--- src/rtl/mul_div_unit_pkg.sv ---
// mul_div_unit_pkg
//   Shared definitions for the iterative multiply/divide unit: the default
//   operand width, operation codes, FSM state encoding and two small
//   op-classification helpers used by both the control and datapath.
package mul_div_unit_pkg;

  localparam int DEFAULT_WIDTH = 32;

  typedef enum logic [1:0] {
    OP_MULT  = 2'd0,
    OP_MULTU = 2'd1,
    OP_DIV   = 2'd2,
    OP_DIVU  = 2'd3
  } op_e;

  typedef enum logic [1:0] {
    IDLE = 2'd0,
    CALC = 2'd1,
    FIX  = 2'd2
  } state_e;

  function automatic logic is_div_op(input op_e op);
    return (op == OP_DIV) || (op == OP_DIVU);
  endfunction

  function automatic logic is_signed_op(input op_e op);
    return (op == OP_MULT) || (op == OP_DIV);
  endfunction

endpackage

--- src/rtl/mul_div_unit_if.sv ---
// mul_div_unit_if
//   Request / result bundle between the datapath (master) and the
//   multiply/divide unit (slave).
//   master -> slave : start, op, in1, in2, hi_we, lo_we, wdata
//   slave -> master : busy, done, hi, lo
interface mul_div_unit_if;
  import mul_div_unit_pkg::*;

  logic                     start;
  op_e                      op;
  logic [DEFAULT_WIDTH-1:0] in1;
  logic [DEFAULT_WIDTH-1:0] in2;
  logic                     hi_we;
  logic                     lo_we;
  logic [DEFAULT_WIDTH-1:0] wdata;
  logic                     busy;
  logic                     done;
  logic [DEFAULT_WIDTH-1:0] hi;
  logic [DEFAULT_WIDTH-1:0] lo;

  modport master (
    output start, op, in1, in2, hi_we, lo_we, wdata,
    input  busy, done, hi, lo
  );

  modport slave (
    input  start, op, in1, in2, hi_we, lo_we, wdata,
    output busy, done, hi, lo
  );

endinterface

--- src/rtl/mul_div_unit_datapath_step.sv ---
// mdu_datapath_step
//   One combinational radix-2 iteration on the 2*WIDTH working register.
//   Multiply: work = {acc, multiplier}; adds operand to acc when the
//             multiplier LSB is set, then shifts the whole pair right.
//   Divide:   work = {rem, quotient}; shifts left by one, subtracts the
//             divisor (operand) when it fits and shifts in the quotient bit.
//   Ports:
//     op_i      operation code (selects multiply vs divide step)
//     operand_i multiplicand magnitude (multiply) or divisor magnitude (divide)
//     work_i    current working register
//     work_o    working register after one iteration
module mdu_datapath_step
  import mul_div_unit_pkg::*;
#(
  parameter int WIDTH = DEFAULT_WIDTH
) (
  input  op_e                  op_i,
  input  logic [WIDTH-1:0]     operand_i,
  input  logic [2*WIDTH-1:0]   work_i,
  output logic [2*WIDTH-1:0]   work_o
);

  logic [WIDTH:0]     add_sum;
  logic [WIDTH:0]     rem_sh;
  logic [WIDTH:0]     diff;
  logic               fits;
  logic [2*WIDTH-1:0] mul_next;
  logic [2*WIDTH-1:0] div_next;

  always_comb begin
    // Carry out of the accumulator add becomes the new acc MSB after the shift.
    add_sum  = {1'b0, work_i[2*WIDTH-1:WIDTH]}
             + (work_i[0] ? {1'b0, operand_i} : {(WIDTH+1){1'b0}});
    mul_next = {add_sum, work_i[WIDTH-1:1]};

    // The shifted remainder needs one extra bit before the compare.
    rem_sh   = work_i[2*WIDTH-1:WIDTH-1];
    diff     = rem_sh - {1'b0, operand_i};
    fits     = (rem_sh >= {1'b0, operand_i});
    div_next = fits ? {diff[WIDTH-1:0],   work_i[WIDTH-2:0], 1'b1}
                    : {rem_sh[WIDTH-1:0], work_i[WIDTH-2:0], 1'b0};

    work_o   = is_div_op(op_i) ? div_next : mul_next;
  end

endmodule

--- src/rtl/mul_div_unit.sv ---
// mul_div_unit
//   Iterative MULT/MULTU/DIV/DIVU responder with directly writable HI/LO.
//   A start in IDLE latches operand magnitudes and sign flags, CALC runs
//   WIDTH radix-2 iterations, FIX applies sign correction, writes HI/LO and
//   pulses done. Total latency is WIDTH+1 cycles from the start edge.
//   Ports:
//     clk_i  rising-edge clock
//     rst_i  asynchronous active-high reset (aborts any operation)
//     bus    mul_div_unit_if slave: start/op/in1/in2/hi_we/lo_we/wdata in,
//            busy/done/hi/lo out
module mul_div_unit
  import mul_div_unit_pkg::*;
#(
  parameter int WIDTH = DEFAULT_WIDTH,
  parameter int CNT_W = 6
) (
  input logic           clk_i,
  input logic           rst_i,
  mul_div_unit_if.slave bus
);

  localparam int W2 = 2 * WIDTH;

  state_e             state_q;
  op_e                op_q;
  logic               sign_a_q;
  logic               sign_b_q;
  logic [WIDTH-1:0]   operand_q;
  logic [WIDTH-1:0]   in1_q;
  logic [W2-1:0]      work_q;
  logic [W2-1:0]      work_d;
  logic [CNT_W-1:0]   cnt_q;
  logic [WIDTH-1:0]   hi_q;
  logic [WIDTH-1:0]   lo_q;
  logic               busy_q;
  logic               done_q;

  logic               a_neg;
  logic               b_neg;
  logic [WIDTH-1:0]   mag_a;
  logic [WIDTH-1:0]   mag_b;
  logic [W2-1:0]      prod;
  logic [WIDTH-1:0]   quot;
  logic [WIDTH-1:0]   rem;
  logic [WIDTH-1:0]   hi_d;
  logic [WIDTH-1:0]   lo_d;

  // Magnitudes are only taken for signed ops; unsigned ops pass raw values.
  always_comb begin
    a_neg = is_signed_op(bus.op) & bus.in1[WIDTH-1];
    b_neg = is_signed_op(bus.op) & bus.in2[WIDTH-1];
    mag_a = a_neg ? -bus.in1 : bus.in1;
    mag_b = b_neg ? -bus.in2 : bus.in2;
  end

  mdu_datapath_step #(
    .WIDTH     (WIDTH)
  ) u_step (
    .op_i      (op_q),
    .operand_i (operand_q),
    .work_i    (work_q),
    .work_o    (work_d)
  );

  // Sign correction and the divide-by-zero override, applied in FIX.
  always_comb begin
    prod = work_q;
    quot = work_q[WIDTH-1:0];
    rem  = work_q[W2-1:WIDTH];
    hi_d = hi_q;
    lo_d = lo_q;
    if ((op_q == OP_MULT) && (sign_a_q ^ sign_b_q)) begin
      prod = -work_q;
    end
    if (op_q == OP_DIV) begin
      if (sign_a_q ^ sign_b_q) quot = -work_q[WIDTH-1:0];
      if (sign_a_q)            rem  = -work_q[W2-1:WIDTH];
    end
    if (is_div_op(op_q)) begin
      // operand_q holds the divisor magnitude, zero only for a zero divisor.
      if (operand_q == '0) begin
        lo_d = '1;
        hi_d = in1_q;
      end else begin
        lo_d = quot;
        hi_d = rem;
      end
    end else begin
      hi_d = prod[W2-1:WIDTH];
      lo_d = prod[WIDTH-1:0];
    end
  end

  always_ff @(posedge clk_i or posedge rst_i) begin
    if (rst_i) begin
      state_q   <= IDLE;
      op_q      <= OP_MULT;
      sign_a_q  <= 1'b0;
      sign_b_q  <= 1'b0;
      operand_q <= '0;
      in1_q     <= '0;
      work_q    <= '0;
      cnt_q     <= '0;
      hi_q      <= '0;
      lo_q      <= '0;
      busy_q    <= 1'b0;
      done_q    <= 1'b0;
    end else begin
      done_q <= 1'b0;
      case (state_q)
        IDLE: begin
          if (bus.start) begin
            op_q     <= bus.op;
            sign_a_q <= a_neg;
            sign_b_q <= b_neg;
            in1_q    <= bus.in1;
            // Multiply iterates over in2 in the low half; divide over in1.
            if (is_div_op(bus.op)) begin
              operand_q <= mag_b;
              work_q    <= {{WIDTH{1'b0}}, mag_a};
            end else begin
              operand_q <= mag_a;
              work_q    <= {{WIDTH{1'b0}}, mag_b};
            end
            cnt_q   <= '0;
            busy_q  <= 1'b1;
            state_q <= CALC;
          end else begin
            if (bus.hi_we) hi_q <= bus.wdata;
            if (bus.lo_we) lo_q <= bus.wdata;
          end
        end
        CALC: begin
          work_q <= work_d;
          cnt_q  <= cnt_q + CNT_W'(1);
          if (cnt_q == CNT_W'(WIDTH - 1)) begin
            state_q <= FIX;
          end
        end
        FIX: begin
          hi_q    <= hi_d;
          lo_q    <= lo_d;
          done_q  <= 1'b1;
          busy_q  <= 1'b0;
          state_q <= IDLE;
        end
        default: begin
          state_q <= IDLE;
          busy_q  <= 1'b0;
        end
      endcase
    end
  end

  assign bus.busy = busy_q;
  assign bus.done = done_q;
  assign bus.hi   = hi_q;
  assign bus.lo   = lo_q;

endmodule

--- src/flat_wrapper.sv ---
// flat-port wrapper written by rule: the top's interface ports become plain ports
module mul_div_unit_flat import mul_div_unit_pkg::*;
#(
  parameter int WIDTH = DEFAULT_WIDTH,
  parameter int CNT_W = 6
)
  (clk_i, rst_i, bus_start, bus_op, bus_in1, bus_in2, bus_hi_we, bus_lo_we, bus_wdata, bus_busy, bus_done, bus_hi, bus_lo);
  mul_div_unit_if bus_i ();
  input logic clk_i;
  input logic rst_i;
  input wire logic [$bits(bus_i.start)-1:0] bus_start;
  input wire logic [$bits(bus_i.op)-1:0] bus_op;
  input wire logic [$bits(bus_i.in1)-1:0] bus_in1;
  input wire logic [$bits(bus_i.in2)-1:0] bus_in2;
  input wire logic [$bits(bus_i.hi_we)-1:0] bus_hi_we;
  input wire logic [$bits(bus_i.lo_we)-1:0] bus_lo_we;
  input wire logic [$bits(bus_i.wdata)-1:0] bus_wdata;
  output wire logic [$bits(bus_i.busy)-1:0] bus_busy;
  output wire logic [$bits(bus_i.done)-1:0] bus_done;
  output wire logic [$bits(bus_i.hi)-1:0] bus_hi;
  output wire logic [$bits(bus_i.lo)-1:0] bus_lo;
  assign bus_i.start = bus_start;
  assign bus_i.op = bus_op;
  assign bus_i.in1 = bus_in1;
  assign bus_i.in2 = bus_in2;
  assign bus_i.hi_we = bus_hi_we;
  assign bus_i.lo_we = bus_lo_we;
  assign bus_i.wdata = bus_wdata;
  assign bus_busy = bus_i.busy;
  assign bus_done = bus_i.done;
  assign bus_hi = bus_i.hi;
  assign bus_lo = bus_i.lo;
  mul_div_unit #(.WIDTH(WIDTH), .CNT_W(CNT_W)) u_core (.clk_i(clk_i), .rst_i(rst_i), .bus(bus_i));
endmodule
--- config.mk ---
export PLATFORM = sky130hd
export DESIGN_NAME = mul_div_unit_flat
export DESIGN_NICKNAME = d
export VERILOG_FILES = /design/src/rtl/mul_div_unit_pkg.sv /design/src/rtl/mul_div_unit_if.sv /design/src/rtl/mul_div_unit_datapath_step.sv /design/src/rtl/mul_div_unit.sv /design/src/flat_wrapper.sv
export SDC_FILE = /design/constraint.sdc
export NUM_CORES = 1
export LEC_CHECK = 0
export BUFFER_PORTS_ARGS = -buffer_cell sky130_fd_sc_hd__buf_2
export CAP_MARGIN = 20
export CORE_ASPECT_RATIO = 0.75
export CORE_UTILIZATION = 45
export DETAILED_ROUTE_END_ITERATION = 12
export MAX_ROUTING_LAYER = met4
export SYNTH_ARGS = -nofsm -noshare
export SYNTH_HDL_FRONTEND = slang
export SYNTH_HIERARCHICAL = 1
export SYNTH_SLANG_ARGS = --single-unit
--- constraint.sdc ---
create_clock -name clk_i -period 8.5 [get_ports clk_i]
set_input_delay 1.7 -clock clk_i [delete_from_list [all_inputs] [get_ports clk_i]]
set_output_delay 1.7 -clock clk_i [all_outputs]
set_load 0.02 [all_outputs]
Word-level counts from Yosys, hierarchy flattened

Cells that the tools add are included.

Input bits: 103
Bits in registers: 206
Output and inout port bits: 66
Word-level logic and storage cells: 85

Reductions and logical operators: 16
$add $sub $neg: 8
Bitwise gates (word level): 4
Magnitude comparators: 1
Eq/ne operators: 12
Multiplexer cells: 32

Operators with widths:

| kind                | number |
|---|---|
| $mux 32             | 17 |
| $mux 64             | 4 |
| $neg 32->32         | 4 |
| $pmux 32 s2         | 2 |
| $pmux 64 s2         | 1 |
| $neg 64->64         | 1 |
| $add 32x32->33      | 1 |
| $ge 33x32->1        | 1 |
| $logic_not 32->1    | 1 |
| $sub 32x32->32      | 1 |
| $pmux 6 s2          | 1 |
| $eq 2x2->1 const B  | 5 |
| $ne 2x2->1 const B  | 4 |
| $reduce_and 2->1    | 4 |
| $add 6x1->6 const B | 1 |
| $eq 6x5->1 const B  | 1 |
| $logic_not 2->1     | 3 |
| $mux 6              | 1 |
| $reduce_and 3->1    | 2 |
| $mux 2              | 2 |
| $pmux 2 s2          | 1 |
| $reduce_bool 2->1   | 2 |
| $logic_or 1x1->1    | 3 |
| $and 1x1->1         | 2 |
| 7 further kinds     | 8 |

Depth between registers and ports, before layout

Gate-level depths: netlist (run 1).

Depth in word-level cells: 7
Gate-level depth with buffers: 15
Gate-level depth less buffers: 14

Cells and area by module

Netlist (run 1), hierarchy kept.

By module, submodules not included:

| module            | area an instance (um2) | cells an instance | sequential area each (um2) | instances |
|---|---|---|---|---|
| mul_div_unit      | 12519.5                | 1481              | 5154.9                     | 1 |
| mdu_datapath_step | 4593.2                 | 631               | 0.0                        | 1 |

Least setup slack after synthesis (run 1)

No wires, ideal clock.

Kind: input -> register
From: input bus_in1[5]
To: register u_core.work_q[19]
Data required time: 8.417 ns
Library setup time: 0.083 ns
Path buffers: 1
Cell stages on the path: 8
Setup slack: 4.829 ns
Arrival time: 3.588 ns
Path through: or4_1 > nor3_1 > and2_1 > clkbuf_1 > a21oi_1 > xnor2_1 > mux2_2 > o21ai_0

Cells in the longest elaborated chain, start to end: 5

Ends and longest elaborated chain:

| item                 | RTL line            | source |
|---|---|---|
| start, declared      | flat_wrapper.sv:13  | `input wire logic [$bits(bus_i.in1)-1:0] bus_in1;` |
| $neg 32->32          | mul_div_unit.sv:52  | `mag_a = a_neg ? -bus.in1 : bus.in1;` |
| $mux 32              | mul_div_unit.sv:52  |  |
| $mux 32              | mul_div_unit.sv:118 | `if (is_div_op(bus.op)) begin` |
| $mux 64              | mul_div_unit.sv:112 | `if (bus.start) begin` |
| $pmux 64 s2          | mul_div_unit.sv:110 | `case (state_q)` |
| end signal, assigned | mul_div_unit.sv:120 | `work_q <= {{WIDTH{1'b0}}, mag_a};` |
| end signal, assigned | mul_div_unit.sv:123 | `work_q <= {{WIDTH{1'b0}}, mag_b};` |
| end signal, assigned | mul_div_unit.sv:134 | `work_q <= work_d;` |
| end, declared        | mul_div_unit.sv:30  | `logic [W2-1:0] work_q;` |

No other way between the ends. The select of a mux whose other input is x is not followed.
A chain may end at the register's enable or synchronous reset.

Worst setup path in the final report (run 1)

From: register u_core.work_q[0]
To: register u_core.work_q[63]

Cells in the longest elaborated chain, start to end: 4

Ends and longest elaborated chain:

| item                  | RTL line                         | source |
|---|---|---|
| $mux 32               | mul_div_unit_datapath_step.sv:33 | `+ (work_i[0] ? {1'b0, operand_i} : {(WIDTH+1){1'b0}});` |
| $add 32x32->33        | mul_div_unit_datapath_step.sv:33 |  |
| $mux 64               | mul_div_unit_datapath_step.sv:43 | `work_o = is_div_op(op_i) ? div_next : mul_next;` |
| net u_core.work_d[63] | mul_div_unit.sv:31               | `logic [W2-1:0] work_d;` |
| $pmux 64 s2           | mul_div_unit.sv:110              |  |

The timed path passes the listed nets, and every way through them passes these cells.

==> impl_metrics.tcl, run 1 <==
set metrics [dict create \
    routedWlPerCell_um 25.4 \
    p_sw_mw 4.61 \
    core_area_sq_um 37200 \
    drtAntennaViolNets 0 \
    synth_cells 2112 \
    vias 17458 \
    drt_wl_total_um 68900 \
    p_comb_share_pct 60.4 \
    die-width_um 227 \
    synth_edf_count 0 \
    switching_share_pct 51.5 \
    rows 61 \
    htree_levels 1 \
    synthFlopType "dfrtp_1" \
    grt_pass1_wl_um 102000 \
    ir_drop_v 0.000187 \
    setup_viol 0 \
    syn-num-nets 2286 \
    status "complete, no violations" \
    cts_tree "built" \
    period_share_pct 49.1 \
    hold_violations 0 \
    path_clk_slew_ps 70 \
    syn_area_sq_um 17100 \
    via_per_inst 6.44 \
    ys_seq_area_share_pct 30.1 \
    layout_setup_ws_ps 4330 \
    worstReg2RegStart "u_core/work_q[0]" \
    cts_buffers 24 \
    fmax_mhz 240 \
    end_kind "register" \
    synth-async-reset-ratio_pct 100 \
    synth-seq-cells 206 \
    ctsResizeCount 0 \
    cts_buffer_depth 3 \
    r2r_slack_ps 4330 \
    antenna_found_initial 3 \
    skew_ps 12.6 \
    slew_headroom_pct 26.0 \
    holdWs_ps 479 \
    gr-usage-all-layers_pct 36.1 \
    rr_endpoint "u_core/work_q[63]" \
    drv_slew 0 \
    crit_path_start_kind "register" \
    path_max_fanout 25 \
    setup_tns_ps 0 \
    gp_congestion 1.02 \
    worst_pin_slew_ps 1110 \
    yosysWarnings 6 \
    pwr-share-seq_pct 27.2 \
    dieHeight_um 171 \
    critical_path_class "reg2reg" \
    n_fill_cell 3651 \
    floorplan.io_pins 169 \
    maxCapViolCount 0 \
    hpwl_um 51800 \
    dr.pass1.iters 6 \
    cts.sinks 206 \
    drive_above_1_share_pct 13.9 \
    nNetsFinal 2360 \
    layout_commonest_cell "nand2_1" \
    power.internal_mw 4.34 \
    numPortBuffers 168 \
    min_period_ps 4170 \
    p_clk_share_pct 12.3 \
    rsz0062_at_grt "no" \
    initial_core_util_pct 45.9 \
    cts_root_buffer "clkbuf_16" \
    design_area_sq_um 19000 \
    cp.arrival_ps 4620 \
    powerDensity_nw_per_um2 470 \
    clkLatencyLatePin_ps 560 \
    reg2reg_depth 13 \
    postCtsSetupRepairBufs 0 \
    pre_cts_ws_ps 4410 \
    drc_errors 0 \
    cts_hold_buf 0 \
    ys_types 91 \
    hp-class "reg2reg" \
    grt_max_degree 133 \
    syn_avg_cell_area_sq_um 8.10 \
    grt_overflow 0 \
    critPathRequiredTime_ps 8950 \
    grt_pass1_vias 15711 \
    area_growth_pct 11.3 \
    drtIter0Drc 2496 \
    mostFrequentLayoutCells "253 x nand2_1, 205 x dfrtp_1, 181 x nor2_1" \
    crit_start "u_core/work_q[0]" \
    placed_cell_area_sq_um 18200 \
    leakage_nw 8.68 \
    setup.worst_path.end "u_core/work_q[63]" \
    dieArea_sq_um 38800 \
]
[power by group through the flow]
stage | sequential [mW] | combinational, mW | clock [mW]
after floorplan | 1.96 | 4.02 | 0
after global placement | 2.38 | 5.17 | 0
after detailed placement | 2.39 | 5.23 | 0
after CTS | 2.37 | 5.25 | 1.11
after global routing | 2.46 | 5.87 | 1.15
final | 2.44 | 5.41 | 1.10
[metal layers]
layer,part of all wire (%),vias up,global-route usage (%)
met2,39,987,46.1
met1,46,8506,54.0
li1,-,7866,-
met4,2.6,0,8.23
met5,0,-,-
met3,13,99,11.2
[Yosys cell counts, types with 6 or more instances]
master	number	area share (%)
o22ai_1	35	1.3
o311a_1	8	0.47
o21bai_1	7	0.31
and2_1	37	1.4
or4_1	10	0.44
a22o_1	37	1.9
clkbuf_1	119	2.6
inv_1	72	1.6
mux2_2	31	2.0
and3_1	18	0.66
a21oi_1	159	4.7
nand2b_1	24	0.88
o31ai_1	13	0.57
ha_1	69	5.0
nand3_1	34	0.99
a31oi_1	22	0.80
a221o_1	6	0.35
nor2b_1	13	0.48
a221oi_1	25	1.3
xor2_1	94	4.8
xnor2_1	101	5.2
nor3_1	38	1.1
a211oi_1	13	0.57
or3_1	12	0.44
buf_1	10	0.22
a22oi_1	31	1.4
mux2i_1	30	1.8
nor4_1	33	1.2
a21o_1	30	1.3
or2_2	6	0.22
o21ai_0	143	4.2
nand4_1	15	0.55
nand2_1	253	5.5
o41ai_1	8	0.41
nor2_1	181	4.0
dfrtp_1	206	30
o221ai_1	55	2.8
[stage by stage]
step                total power [mW]  utilization (%)  std cells
CTS                             8.73             51.0       2707
detailed placement              7.62             48.9       2663
global placement                7.54             48.9       2663
global route                    9.48             51.1       2710
finish                          8.95             51.1       2710
floorplan                       5.98                -       2112
[area by class of cell]
cell class	count	area [sq um]	area share (%)
tap	504	631	3.31
clock inverter	10	140	0.736
clock buffer	34	668	3.51
sequential	206	5160	27.1
timing repair buffer	189	1020	5.35
antenna	2	5.00	0.0263
inverter	73	282	1.48
multi-input combinational	1692	11100	58.5
[registers in the layout, indices dropped and copies added (netlist names), 2 cells and up]
name              cells
u_core/state_q        2
u_core/work_q        64
u_core/operand_q     32
u_core/bus.hi        32
u_core/in1_q         32
u_core/cnt_q          6
u_core/bus.lo        32
u_core/op_q           2
[worst min path at each step]
stage                           start                 to  slack (ps)  depth (start not counted)
CTS                 u_core/bus.lo[13]  u_core/bus.lo[13]         480                          1
floorplan            u_core/in1_q[22]   u_core/in1_q[22]         450                          2
finish              u_core/bus.lo[25]  u_core/bus.lo[25]         480                          1
global placement    u_core/bus.lo[13]  u_core/bus.lo[13]         460                          1
detailed placement  u_core/bus.lo[13]  u_core/bus.lo[13]         460                          1
global route        u_core/bus.lo[13]  u_core/bus.lo[13]         490                          1
[worst max-delay path, cell delays in order (launching register included)]
cell and delay, ps:
dfrtp_1 640, buf_4 460, and2_1 190, ha_1 290, a21oi_1 240, nand2_1 70, o21ai_0 290, o311ai_0 300
o21a_1 320, or3_1 420, a31o_1 230, a211oi_1 310, a21oi_1 70, a22o_1 230
[cells by family (layout without fill, tap and decap cells)]
family | after synthesis | count (layout) | share of synthesized area [%]
AND/OR/NAND/NOR | 706 | 706 | 19.7
XOR/XNOR | 195 | 195 | 9.98
AO/OA/AOI/OAI | 658 | 658 | 26.0
buffers and inverters | 214 | 306 | 5.07
other | 0 | 2 | 0
adder cells (fa/ha/maj) | 71 | 71 | 5.28
multiplexers | 62 | 62 | 3.86
flip-flops | 206 | 206 | 30.1
Power figures use the tool's default switching activity.
==> inputs of run 2 (changes only) <==
--- a/config.mk
+++ b/config.mk
@@ -11,6 +11,7 @@
 export CORE_UTILIZATION = 45
 export DETAILED_ROUTE_END_ITERATION = 12
 export MAX_ROUTING_LAYER = met4
+export PLACE_DENSITY = 0.66
 export SYNTH_ARGS = -nofsm -noshare
 export SYNTH_HDL_FRONTEND = slang
 export SYNTH_HIERARCHICAL = 1
==> constraint.sdc (replaced) <==
create_clock -name clk_i -period 3.7 [get_ports clk_i]
set_input_delay 0.74 -clock clk_i [delete_from_list [all_inputs] [get_ports clk_i]]
set_output_delay 0.74 -clock clk_i [all_outputs]
set_load 0.02 [all_outputs]
==> run 2 against run 1 <==
Sequential cell count unchanged. Sequential share of layout area shrank 1.2 points. Highest routed layer unchanged. Global-route usage increased by 0.64 points. Worst hold slack lost 130 ps.
==> impl_metrics.tcl, run 2 (synthesized netlist as in run 1, its figures left out) <==
set metrics [dict create \
    status "complete, no violations" \
    floorplan.io_pins 169 \
    cts.sinks 206 \
    die-width_um 227 \
    path_max_fanout 6 \
    fmax_mhz 283 \
    period_share_pct 95.4 \
    grt_pass1_vias 16385 \
    cts_tree "built" \
    slew_headroom_pct 35.4 \
    end_kind "register" \
    drc_errors 0 \
    initial_core_util_pct 45.9 \
    skew_ps 23.8 \
    cts_hold_buf 0 \
    dr.pass1.iters 6 \
    layout_commonest_cell "nand2_1" \
    vias 18082 \
    routedWlPerCell_um 25.1 \
    n_fill_cell 3590 \
    htree_levels 1 \
    numPortBuffers 168 \
    drv_slew 0 \
    rows 61 \
    hold_violations 0 \
    dieArea_sq_um 38800 \
    top_register "u_core/work_q" \
    critPathRequiredTime_ps 4190 \
    clkLatencyLatePin_ps 570 \
    cp.arrival_ps 4030 \
    via_per_inst 6.44 \
    cts_root_buffer "clkbuf_16" \
    ir_drop_v 0.000452 \
    powerDensity_nw_per_um2 1080 \
    gp_congestion 0.999 \
    ctsResizeCount 0 \
    cts_buffer_depth 3 \
    dp.cells 2762 \
    grt_max_degree 72 \
    nNetsFinal 2458 \
    setup.worst_path.end "u_core/bus.hi[13]" \
    drive_above_1_share_pct 17.8 \
    hpwl_um 55500 \
    setup_tns_ps 0 \
    worstReg2RegStart "u_core/work_q[14]" \
    final_cells 2807 \
    largest_reg_flops 64 \
    drtIter0Drc 2441 \
    grt_pass1_wl_um 104000 \
    drtAntennaViolNets 0 \
    r2r_slack_ps 170 \
    leakage_nw 9.20 \
    rr_endpoint "u_core/bus.hi[13]" \
    grt_overflow 0 \
    gr-usage-all-layers_pct 36.8 \
    min_period_ps 3530 \
    mostFrequentLayoutCells "253 x nand2_1, 205 x dfrtp_1, 181 x nor2_1" \
    area_growth_pct 16.3 \
    drt_wl_total_um 70400 \
    reg2reg_depth 8 \
    maxCapViolCount 0 \
    postCtsSetupRepairBufs 0 \
    setup_viol 0 \
    crit_start "u_core/work_q[14]" \
    crit_path_start_kind "register" \
    antenna_found_initial 3 \
    core_area_sq_um 37200 \
    dieHeight_um 171 \
    path_clk_slew_ps 70 \
    worst_pin_slew_ps 960 \
    rsz0062_at_grt "no" \
    cts_buffers 24 \
    hp-class "in2async" \
    critical_path_class "reg2reg" \
]
-- run 2: cell types whose count changed in the layout (fill, tap and decap cells not counted), sizes merged --
cell,before,now
clkinvlp,0,1
bufinv,3,6
buf,189,287
inv,73,72
diode,2,3
clkbuf,34,29
-- run 2: worst min path at each step --
stage / slack (ps) / start / to / cells past startpoint
finish: 350 / rst_i / u_core/work_q[37] / 2
global route: 400 / rst_i / u_core/operand_q[12] / 2
CTS: 370 / rst_i / u_core/operand_q[21] / 2
detailed placement: 460 / u_core/bus.lo[25] / u_core/bus.lo[25] / 1
global placement: 460 / u_core/bus.lo[0] / u_core/bus.lo[0] / 2
floorplan: 450 / u_core/in1_q[22] / u_core/in1_q[22] / 2
-- run 2: cell type report --
| type | count | area (sq um) | share of cell area (%) |
|---|---|---|---|
| Multi-Input combinational cell | 1692 | 11200 | 56.1 |
| Sequential cell | 206 | 5160 | 25.9 |
| Timing Repair Buffer | 287 | 1780 | 8.97 |
| Clock buffer | 29 | 639 | 3.21 |
| Tap cell | 504 | 631 | 3.17 |
| Inverter | 73 | 278 | 1.40 |
| Clock inverter | 13 | 244 | 1.23 |
| Antenna cell | 3 | 7.51 | 0.0377 |
-- run 2: layer usage --
layer	vias to the layer above	GRT usage, %	share of wire [%]
li1	8077	-	-
met1	8792	54.3	45
met2	1084	48.0	39
met3	129	11.1	13
met4	0	8.43	2.7
met5	-	-	0
-- run 2: power breakdown --
part	leakage, nW	switching (mW)	total, mW	internal, mW
combinational	6.18	8.06	13.9	5.85
sequential	2.58	1.54	4.85	3.31
clock	0.434	1.06	2.72	1.66
total	9.20	10.7	21.5	10.8
-- run 2: per-stage QoR --
step	utilization, %	worst slack (ps)	hold WS (ps)	instance area [sq um]	power [mW]
final	53.4	169	353	19900	21.5
after floorplan	-	287	445	17100	13.7
after CTS	53.4	171	366	19900	21.0
after detailed placement	51.0	193	463	19000	18.2
after global routing	53.4	0.757	402	19900	22.7
after global placement	51.0	184	462	19000	18.1
-- run 2: critical path, cell delays in order (launching register included) --
cell and delay (ps):
dfrtp_1 520, nor4_1 840, nand4b_1 520, nor3_2 560
buf_4 260, a21oi_1 100, xnor2_1 180, o21ai_0 290
a22o_1 180
==> inputs of run 3 (changes only) <==
--- a/config.mk
+++ b/config.mk
@@ -12,6 +12,7 @@
 export DETAILED_ROUTE_END_ITERATION = 12
 export MAX_ROUTING_LAYER = met4
 export PLACE_DENSITY = 0.66
+export SETUP_SLACK_MARGIN = 0.3
 export SYNTH_ARGS = -nofsm -noshare
 export SYNTH_HDL_FRONTEND = slang
 export SYNTH_HIERARCHICAL = 1
==> run 3 against run 2 <==
Worst hold slack worse by 41 ps. Largest power group unchanged. Die area unchanged. Cell count up 1.7%. Sequential cell count unchanged. Largest cell class unchanged. Setup slack better by 92 ps. Critical endpoint is now u_core/work_q[63].
==> impl_metrics.tcl, run 3 (synthesized netlist as in run 1, its figures left out) <==
set metrics [dict create \
    status "complete, no violations" \
    dp.cells 2784 \
    crit_top_cell "buf_4" \
    grt_pass1_vias 16252 \
    die-width_um 227 \
    antenna_found_initial 3 \
    powerDensity_nw_per_um2 1090 \
    path_cells "buf_4 -> clkbuf_16 -> and2_1 -> ha_1 -> buf_4 -> o21a_1 -> o211ai_1 -> buf_4 -> nor3_1 -> o21a_1 -> or3_4 -> a31o_1 -> a211oi_2 -> a21oi_2 -> a22o_1" \
    crit_path_start_kind "register" \
    leakage_nw 9.46 \
    rr_endpoint "u_core/work_q[63]" \
    top_register "u_core/work_q" \
    holdWs_ps 312 \
    setup_tns_ps 0 \
    drtIter0Drc 2678 \
    hold_violations 0 \
    routedWlPerCell_um 25.2 \
    critical_path_class "reg2reg" \
    critPathRequiredTime_ps 4160 \
    fin_util_pct 55.1 \
    slowest_stage "dfrtp_2" \
    ir_drop_v 0.000454 \
    r2r_slack_ps 260 \
    design_area_sq_um 20500 \
    cp.arrival_ps 3900 \
    pre_cts_ws_ps 233 \
    cp_top_family "compound AO/OA/AOI/OAI gates" \
    via_per_inst 6.37 \
    period_share_pct 92.9 \
    nNetsFinal 2502 \
    rsz0062_at_grt "yes" \
    cts_buffer_depth 3 \
    slew_headroom_pct 42.1 \
    seqCellArea_sq_um 5160 \
    drive_above_1_share_pct 21.0 \
    gp_congestion 0.996 \
    drt_wl_total_um 72100 \
    drtAntennaViolNets 0 \
    path_max_fanout 7 \
    worstReg2RegStart "u_core/work_q[0]" \
    path_clk_slew_ps 70 \
    area_growth_pct 19.9 \
    dieHeight_um 171 \
    grt_overflow 0 \
    cp_slowest_stage_delay_ps 460 \
    cts_root_buffer "clkbuf_16" \
    drv_slew 0 \
    cts.sinks 206 \
    min_period_ps 3440 \
    mostFrequentLayoutCells "252 x nand2_1, 200 x dfrtp_1, 181 x nor2_1" \
    htree_levels 1 \
    grt_max_degree 82 \
    cts_tree "built" \
    largest_reg_flops 64 \
    layout_setup_ws_ps 261 \
    final_cells 2856 \
    multi_input_area_sq_um 11400 \
    skew_ps 21.6 \
    reg2reg_depth 15 \
    n_fill_cell 3512 \
    worst_pin_slew_ps 867 \
    finalPower_mw 22.3 \
    crit_cells 15 \
    end_kind "register" \
    floorplan.io_pins 169 \
    clkLatencyLatePin_ps 590 \
    gr-usage-all-layers_pct 37.4 \
    setup_viol 0 \
    layout_commonest_cell "nand2_1" \
    path_buf_inv 4 \
    hp-class "in2async" \
    maxCapViolCount 0 \
    vias 18196 \
    initial_core_util_pct 45.9 \
    rows 61 \
    drc_errors 0 \
    fmax_mhz 291 \
    grt_pass1_wl_um 105000 \
    cts_buffers 25 \
    cts_hold_buf 0 \
    core_area_sq_um 37200 \
    hpwl_um 55400 \
    dieArea_sq_um 38800 \
    placed_cell_area_sq_um 19200 \
    numPortBuffers 168 \
    dr.pass1.iters 6 \
]
[run 3: final cells by class]
type                            count  share of cell area [%]
Clock inverter                     17                   0.854
Antenna cell                        5                  0.0610
Tap cell                          504                    3.07
Multi-Input combinational cell   1692                    55.5
Timing Repair Buffer              330                    10.8
Sequential cell                   206                    25.2
Clock buffer                       29                    3.22
Inverter                           73                    1.35
[run 3: power breakdown]
group / switching (mW) / internal, mW
combinational: 8.45 / 6.43
clock: 1.16 / 1.44
sequential: 1.45 / 3.32
[run 3: how the worst max path moves through the flow]
stage | from | endpoint | slack (ps)
CTS | u_core/work_q[0] | u_core/work_q[48] | 300
global placement | u_core/work_q[0] | u_core/work_q[63] | 210
floorplan | rst_i | u_core/bus.busy | 290
finish | u_core/work_q[0] | u_core/work_q[63] | 260
detailed placement | u_core/work_q[0] | u_core/work_q[55] | 230
global route | u_core/work_q[0] | u_core/work_q[55] | 160
[run 3: worst register-to-register path: cells and delay by family, from the launching register on]
family / cells / cell delay (ps)
fa+ha+maj: 1 / 290
compound gates: 7 / 1250
buf+inv: 4 / 690
flops: 1 / 460
simple gates: 3 / 620
[run 3: routing by layer]
metal | wire length [um] | vias to the layer above | global-route usage [%]
met5 | 0 | - | -
met4 | 2100 | 0 | 9.43
met3 | 9260 | 134 | 12.5
met2 | 28300 | 1065 | 48.7
met1 | 32400 | 8826 | 54.1
li1 | - | 8171 | -
[run 3: timing repair]
item / 4_1_cts / 5_1_grt
pin swaps: 7 / 38
gates resized for setup: 7 / 54
endpoints found under the setup margin: 8 / 28
cloned: 0 / 2
setup buffers: 2 / 17
